==> config.mk <==
export PLATFORM = sky130hd
export DESIGN_NAME = four_value_sorter
export DESIGN_NICKNAME = d
export VERILOG_FILES = /design/src/rtl/four_value_sorter.sv
export SDC_FILE = /design/constraint.sdc
export NUM_CORES = 1
export LEC_CHECK = 0
export ABC_CLOCK_PERIOD_IN_PS = 8550
export CORE_AREA = 2 2 65 67
export DETAILED_ROUTE_END_ITERATION = 12
export DIE_AREA = 0 0 67 69
export GPL_ROUTABILITY_DRIVEN = 0
export PLACE_DENSITY = 0.84
export SKIP_LAST_GASP = 1
export SYNTH_ARGS = -nofsm -noshare
export SYNTH_HDL_FRONTEND = slang
export SYNTH_SLANG_ARGS = --single-unit
==> constraint.sdc <==
create_clock -name clk -period 8.55 [get_ports clk]
set_clock_uncertainty 0.15 [all_clocks]
set_input_delay 0.855 -clock clk [delete_from_list [all_inputs] [get_ports clk]]
set_output_delay 0.855 -clock clk [all_outputs]
set_load 0.1 [all_outputs]
==> src/rtl/four_value_sorter.sv <==
// Sequential bubble sorter for four 4-bit values.
// One shared magnitude comparator, one compare-swap per clock, early exit.
module mag_cmp4 (
  input  logic [3:0] a,
  input  logic [3:0] b,
  output logic       gt,
  output logic       eq,
  output logic       lt
);
  assign gt = a > b;
  assign eq = a == b;
  assign lt = a < b;
endmodule

module four_value_sorter #(
  parameter bit DESCEND = 1'b0
) (
  input  logic        clk,
  input  logic        rst_n,
  input  logic        start,
  input  logic [15:0] din,
  output logic        busy,
  output logic        done,
  output logic [15:0] dout,
  output logic [2:0]  swap_count
);
  typedef enum logic [1:0] {
    S_IDLE,
    S_SORT,
    S_DONE
  } state_t;

  state_t     state;
  state_t     state_nx;
  logic [3:0] elem [4];
  logic [1:0] pass;
  logic [1:0] j;
  logic [1:0] j_nx;
  logic       flag;
  logic [3:0] op_a;
  logic [3:0] op_b;
  logic       gt;
  logic       eq;
  logic       lt;
  logic       swap;
  logic       last;
  logic       finish;

  assign j_nx = j + 2'd1;
  assign op_a = elem[j];
  assign op_b = elem[j_nx];

  mag_cmp4 u_cmp (
    .a  (op_a),
    .b  (op_b),
    .gt (gt),
    .eq (eq),
    .lt (lt)
  );

  // equal pairs never swap, keeping the sort stable
  assign swap = (state == S_SORT) && !eq && (DESCEND ? lt : gt);
  assign last = (j == (2'd2 - pass));
  assign finish = last && (!(flag || swap) || (pass == 2'd2));

  assign dout = {elem[3], elem[2], elem[1], elem[0]};

  always_comb begin
    state_nx = state;
    unique case (state)
      S_IDLE: if (start) state_nx = S_SORT;
      S_SORT: if (finish) state_nx = S_DONE;
      S_DONE: state_nx = S_IDLE;
      default: state_nx = S_IDLE;
    endcase
  end

  always_ff @(posedge clk or negedge rst_n) begin
    if (!rst_n) begin
      state      <= S_IDLE;
      busy       <= 1'b0;
      done       <= 1'b0;
      swap_count <= '0;
      pass       <= '0;
      j          <= '0;
      flag       <= 1'b0;
      for (int i = 0; i < 4; i++) elem[i] <= '0;
    end else begin
      state <= state_nx;
      busy  <= (state_nx != S_IDLE);
      done  <= (state == S_SORT) && finish;
      unique case (state)
        S_IDLE: begin
          if (start) begin
            for (int i = 0; i < 4; i++) elem[i] <= din[4*i +: 4];
            swap_count <= '0;
            flag       <= 1'b0;
            pass       <= '0;
            j          <= '0;
          end
        end
        S_SORT: begin
          if (swap) begin
            elem[j]    <= op_b;
            elem[j_nx] <= op_a;
            swap_count <= swap_count + 3'd1;
          end
          if (last) begin
            j    <= '0;
            flag <= 1'b0;
            if (!finish) pass <= pass + 2'd1;
          end else begin
            j    <= j_nx;
            flag <= flag || swap;
          end
        end
        default: ;
      endcase
    end
  end
endmodule

==> flow_metrics.env, run 1 <==
export IMPL_postRouteAntennaNets=0
export IMPL_synthMuxAreaShare_pct=27.88
export IMPL_synth_xor_area_share_pct=0.8116
export IMPL_die_x_um=67
export IMPL_row_count=23
export IMPL_ys_top_cells_by_area="dfrtp_1 (32%), mux2i_1 (12%), mux2_4 (11%)"
export IMPL_yosys_area_share_adder_pct=6.957
export IMPL_post_cts_buffers=0
export IMPL_syn_nets=252
export IMPL_yosys_warnings=0
export IMPL_grt_overflow_total=0
export IMPL_min_period_over_period_pct=52.32
export IMPL_port_buffers=39
export IMPL_synthFlopType="dfrtp_1"
export IMPL_synthArstFlopShare_pct=100.0
export IMPL_clk_path_buf_depth=2
export IMPL_multi_input_area_um2=1383
export IMPL_syn_to_final_growth_pct=21.80
export IMPL_cts_htree_levels=1
export IMPL_cp_arrival_ps=4490
export IMPL_crit_fanout=20
export IMPL_outcome="completed"
export IMPL_final_hold_viol_count=0
export IMPL_antenna_found_initial=0
export IMPL_synth_distinct_cells=35
export IMPL_cp_end_kind="flop"
export IMPL_grt_pass1_vias=1819
export IMPL_core_um2=3914
export IMPL_dr_total_vias=1836
export IMPL_startpoint_type="flop"
export IMPL_drive_above_1_share_pct=13.44
export IMPL_yosys_area_share_simple_pct=14.03
export IMPL_min_period_ps=4473
export IMPL_synth_cells=221
export IMPL_drt_iter0_drc=188
export IMPL_dp_slack_ps=4119
export IMPL_rsz0062_at_grt="false"
export IMPL_syn_cell_area_um2=2158
export IMPL_grt_pass1_wl_um=8804
export IMPL_routedWlPerCell_um=17.23
export IMPL_yosys_area_top_type="dfrtp_1"
export IMPL_grt_usage_pct=24.37
export IMPL_required_ps=8570
export IMPL_final_nets=285
export IMPL_die_area_um2=4623
export IMPL_die_h_um=69
export IMPL_hp_class="reg2reg"
export IMPL_root_buffer="clkbuf_8"
export IMPL_cts_tree="done"
export IMPL_drc=0
export IMPL_slew_viol_final=0
export IMPL_layout_area_seq_um2=700.7
export IMPL_antenna_cells=0
export IMPL_ys_ff_latch=28
export IMPL_grt_max_degree=39
export IMPL_drtPass1Iterations=4
export IMPL_layout_setup_ws_ps=4077
export IMPL_tns_ps=0
export IMPL_setup_worst_path_class="reg2reg"
export IMPL_avgSynthCellArea_um2=9.766
export IMPL_max_slew_margin_pct=34.98
export IMPL_ios=40
export IMPL_synth_compound_area_share_pct=14.38
export IMPL_vias_per_cell=6.059
export IMPL_nFillCells=336
export IMPL_worstMarginPinSlew_ps=972.3
export IMPL_synth_top_area_share_pct=32.46
export IMPL_cts_sinks=28
export IMPL_cts_hold_fix_buffers=0
export IMPL_routed_wl_um=5222
export IMPL_cts_resized=0
export IMPL_start_util_pct=55.15
export IMPL_cts_buffers=3
export IMPL_setup_viol=0
export IMPL_clock_latency_ps=270
export IMPL_fmax_mhz=223.6
export IMPL_synth_top_family_by_area="multiplexers"
export IMPL_clk_transition_reported_paths_ps=90
export IMPL_dpl_hpwl_um=3910
export IMPL_maxCapViolations=0
export IMPL_synth_edf_count=0
export IMPL_ys_seq_area_share_pct=32.46
[cells in the final DEF (no fill, tap or decap), drive strengths merged, types with 2 or more instances in the layout]
cell type      netlist  final
clkdlybuf4s50        0     39
nand2               35     35
dfrtp               28     28
mux2i               26     26
o21ai               20     20
mux2                17     17
o22ai               16     16
ha                  12     12
nor2                 9      9
inv                  5      5
nand2b               5      5
mux4                 4      4
a21oi                4      4
nor3                 4      4
or3                  4      4
clkbuf              10      4
nor2b                2      2
xnor2                2      2
buf                  3      2
[sequential cells by signal, indices dropped and copies added (netlist names)]
register,cells
dout,16
swap_count,3
j,2
pass,2
state,2
busy,1
done,1
flag,1
[cells by family (layout without fill, tap and decap cells)]
family / count (synthesis) / in the layout
mux: 47 / 47
flops: 28 / 28
xor+xnor: 2 / 2
simple gates: 63 / 63
fa+ha+maj: 12 / 12
buf+inv: 19 / 51
compound gates: 50 / 50
[worst max-delay path: stages (launching register included)]
cell	delay, ps
dfrtp_1	780
clkinv_1	450
ha_1	700
mux2i_1	460
mux2i_1	140
ha_1	320
and4_4	180
a21o_1	180
a31o_4	230
or3_4	440
mux2_4	310
[stage by stage]
| stage | instances | utilization [%] | hold slack, ps | area [µm²] |
|---|---|---|---|---|
| 6_report | 303 | 67.17 | 329.9 | 2629 |
| 5_1_grt | 303 | 67.17 | 356.9 | 2629 |
| 4_1_cts | 303 | 67.17 | 333.5 | 2629 |
| 3_5_place_dp | 299 | 65.76 | 318.6 | 2574 |
| 3_3_place_gp | 299 | 65.76 | 312.4 | 2574 |
| 2_1_floorplan | 221 | - | 310.1 | 2158 |
[worst paths after layout]
kind | startpoint | to | slack (ps) | cells after the start
min reg2reg | swap_count[2] | swap_count[2] | 330 | 1
min in group asynchronous | rst_n | dout[5] | 800 | 2
max reg2reg | j[0] | dout[4] | 4080 | 10
max | j[0] | dout[4] | 4080 | 10
min | swap_count[2] | swap_count[2] | 330 | 1
max in group asynchronous | rst_n | state[0] | 7180 | 2
[per-layer routing]
| metal | vias to the layer above | wire (µm) | track usage (%) |
|---|---|---|---|
| met2 | 83 | 2498 | 38.50 |
| met5 | - | 0 | 0 |
| li1 | 873 | - | - |
| met1 | 861 | 2259 | 32.81 |
| met3 | 19 | 332 | 5.057 |
| met4 | 0 | 132 | 8.163 |
[layout make-up]
class	instances	area share (%)
clock buffers	4	2.094
inverters	6	0.8567
multi-input cells	174	52.59
flip-flops and latches	28	26.65
well taps	50	2.380
repair buffers	41	15.42
[cells in the mapped netlist, types with 2 or more instances]
cell type  instances
a21oi_1            4
buf_2              3
clkbuf_1          10
dfrtp_1           28
ha_1              12
inv_1              5
mux2_4            16
mux2i_1           26
mux4_2             4
nand2_1           35
nand2b_1           5
nor2_1             9
nor2b_1            2
nor3_1             4
o21ai_0            3
o21ai_1           17
o22ai_1           16
or3_4              4
xnor2_1            2
Power of run 1 is left out: the tool's default activity adds up to more than one toggle a clock period on the data nets, which glitch-free logic cannot reach.
==> run 2: changes to the inputs <==
--- a/config.mk
+++ b/config.mk
@@ -5,12 +5,12 @@
 export SDC_FILE = /design/constraint.sdc
 export NUM_CORES = 1
 export LEC_CHECK = 0
-export ABC_CLOCK_PERIOD_IN_PS = 8550
-export CORE_AREA = 2 2 65 67
+export ABC_CLOCK_PERIOD_IN_PS = 4300
+export CORE_AREA = 2 2 67 69
 export DETAILED_ROUTE_END_ITERATION = 12
-export DIE_AREA = 0 0 67 69
+export DIE_AREA = 0 0 69 71
 export GPL_ROUTABILITY_DRIVEN = 0
-export PLACE_DENSITY = 0.84
+export PLACE_DENSITY = 0.79
 export SKIP_LAST_GASP = 1
 export SYNTH_ARGS = -nofsm -noshare
 export SYNTH_HDL_FRONTEND = slang
==> constraint.sdc (replaced) <==
create_clock -name clk -period 4.3 [get_ports clk]
set_clock_uncertainty 0.15 [all_clocks]
set_input_delay 0.43 -clock clk [delete_from_list [all_inputs] [get_ports clk]]
set_output_delay 0.43 -clock clk [all_outputs]
set_load 0.1 [all_outputs]
==> run 2 against run 1 <==
  * Sequential share of layout area shrank 0.10 points
  * Core utilization shrank 4.4 points
  * Final cell count grew 0.99%
  * Hold slack lost 2.9 ps
==> flow_metrics.env, run 2 (synthesis gave the netlist of run 1 again) <==
export IMPL_post_cts_buffers=0
export IMPL_startpoint_type="flop"
export IMPL_setup_worst_path_class="reg2reg"
export IMPL_maxCapViolations=0
export IMPL_reg2reg_to="dout[4]"
export IMPL_row_count=24
export IMPL_postRouteAntennaNets=0
export IMPL_min_to="swap_count[2]"
export IMPL_final_hold_viol_count=0
export IMPL_cts_hold_fix_buffers=0
export IMPL_top_usage_layer="met2"
export IMPL_met2_usage_pct=37.50
export IMPL_routedWlPerCell_um=17.12
export IMPL_grt_pass1_vias=1886
export IMPL_cts_sinks=28
export IMPL_crit_fanout=9
export IMPL_cp_arrival_ps=3940
export IMPL_cts_resized=0
export IMPL_die_area_um2=4899
export IMPL_final_cell_mix="clkdlybuf4s50_1 (39), nand2_1 (35), dfrtp_1 (28)"
export IMPL_grt_overflow_total=0
export IMPL_clk_transition_reported_paths_ps=90
export IMPL_cts_htree_levels=1
export IMPL_start_util_pct=51.34
export IMPL_root_buffer="clkbuf_8"
export IMPL_antenna_found_initial=0
export IMPL_min_period_over_period_pct=91.12
export IMPL_core_um2=4204
export IMPL_dp_cells=302
export IMPL_grt_pass1_wl_um=8914
export IMPL_dpl_instance_area_um2=2584
export IMPL_drc=0
export IMPL_hp_class="reg2reg"
export IMPL_die_h_um=71
export IMPL_ios=40
export IMPL_final_nets=286
export IMPL_use_met1_pct=29.71
export IMPL_slew_viol_final=0
export IMPL_required_ps=4320
export IMPL_routed_wl_um=5239
export IMPL_cts_buffers=3
export IMPL_max_slew_margin_pct=35.13
export IMPL_die_x_um=69
export IMPL_worstHoldStart="swap_count[2]"
export IMPL_antenna_cells=0
export IMPL_reg2reg_slack_ps=380
export IMPL_port_buffers=39
export IMPL_clk_path_buf_depth=2
export IMPL_fmax_mhz=255.2
export IMPL_grt_max_degree=39
export IMPL_drt_iter0_drc=154
export IMPL_drtPass1Iterations=5
export IMPL_use_met3_pct=4.986
export IMPL_vias_per_cell=5.938
export IMPL_reg2reg_depth=11
export IMPL_regToRegStartpoint="j[1]"
export IMPL_syn_to_final_growth_pct=22.26
export IMPL_drive_above_1_share_pct=13.78
export IMPL_worstMarginPinSlew_ps=970.1
export IMPL_grt_usage_pct=22.33
export IMPL_fin_cells=306
export IMPL_final_common_cell="clkdlybuf4s50_1"
export IMPL_clock_latency_ps=280
export IMPL_final_cell_area_um2=2639
export IMPL_cts_tree="done"
export IMPL_cp_end_kind="flop"
export IMPL_tns_ps=0
export IMPL_largest_reg_flops=16
export IMPL_min_period_ps=3918
export IMPL_hold_path_depth=1
export IMPL_rsz0062_at_grt="false"
export IMPL_setup_viol=0
export IMPL_outcome="completed"
export IMPL_dpl_hpwl_um=3759
export IMPL_dr_total_vias=1817
==> run 2: cell type report <==
class / count / area, µm²
fill: 365 / 1565
multi-input combinational: 174 / 1383
sequential: 28 / 700.7
timing repair buffer: 42 / 412.9
tap: 52 / 65.06
clock buffer: 4 / 55.05
inverter: 6 / 22.52
==> run 2: how the worst max path moves through the flow <==
stage,startpoint,end,slack [ps],cells after the start
final,j[1],dout[4],380,11
after global routing,j[1],dout[4],140,11
after CTS,j[1],dout[4],420,11
after detailed placement,j[1],dout[6],440,11
after global placement,j[1],dout[4],550,11
after floorplan,j[0],dout[0],490,13
==> run 2: routing by layer <==
| metal | wire [µm] | up-vias |
|---|---|---|
| li1 | - | 870 |
| met4 | 36 | 0 |
| met3 | 330 | 6 |
| met2 | 2525 | 77 |
| met1 | 2346 | 864 |
| met5 | 0 | - |
==> run 2: critical path, stage by stage (launching register included) <==
cell     delay, ps
dfrtp_1        630
inv_1          170
ha_1           610
mux2i_1        440
nand2_1        100
nand2_1         70
ha_1           260
and4_4         210
a21o_1         180
a31o_4         230
or3_4          440
mux2_4         320
==> run 2: metrics by stage <==
step | utilization, % | hold WS (ps) | setup slack, ps
floorplan | - | -15.59 | 492.4
global placement | 61.46 | 312.3 | 547.0
detailed placement | 61.46 | 317.1 | 441.6
CTS | 62.77 | 331.4 | 416.6
global route | 62.77 | 357.3 | 137.6
finish | 62.77 | 327.0 | 381.8
Power of run 2 is left out for the same reason.
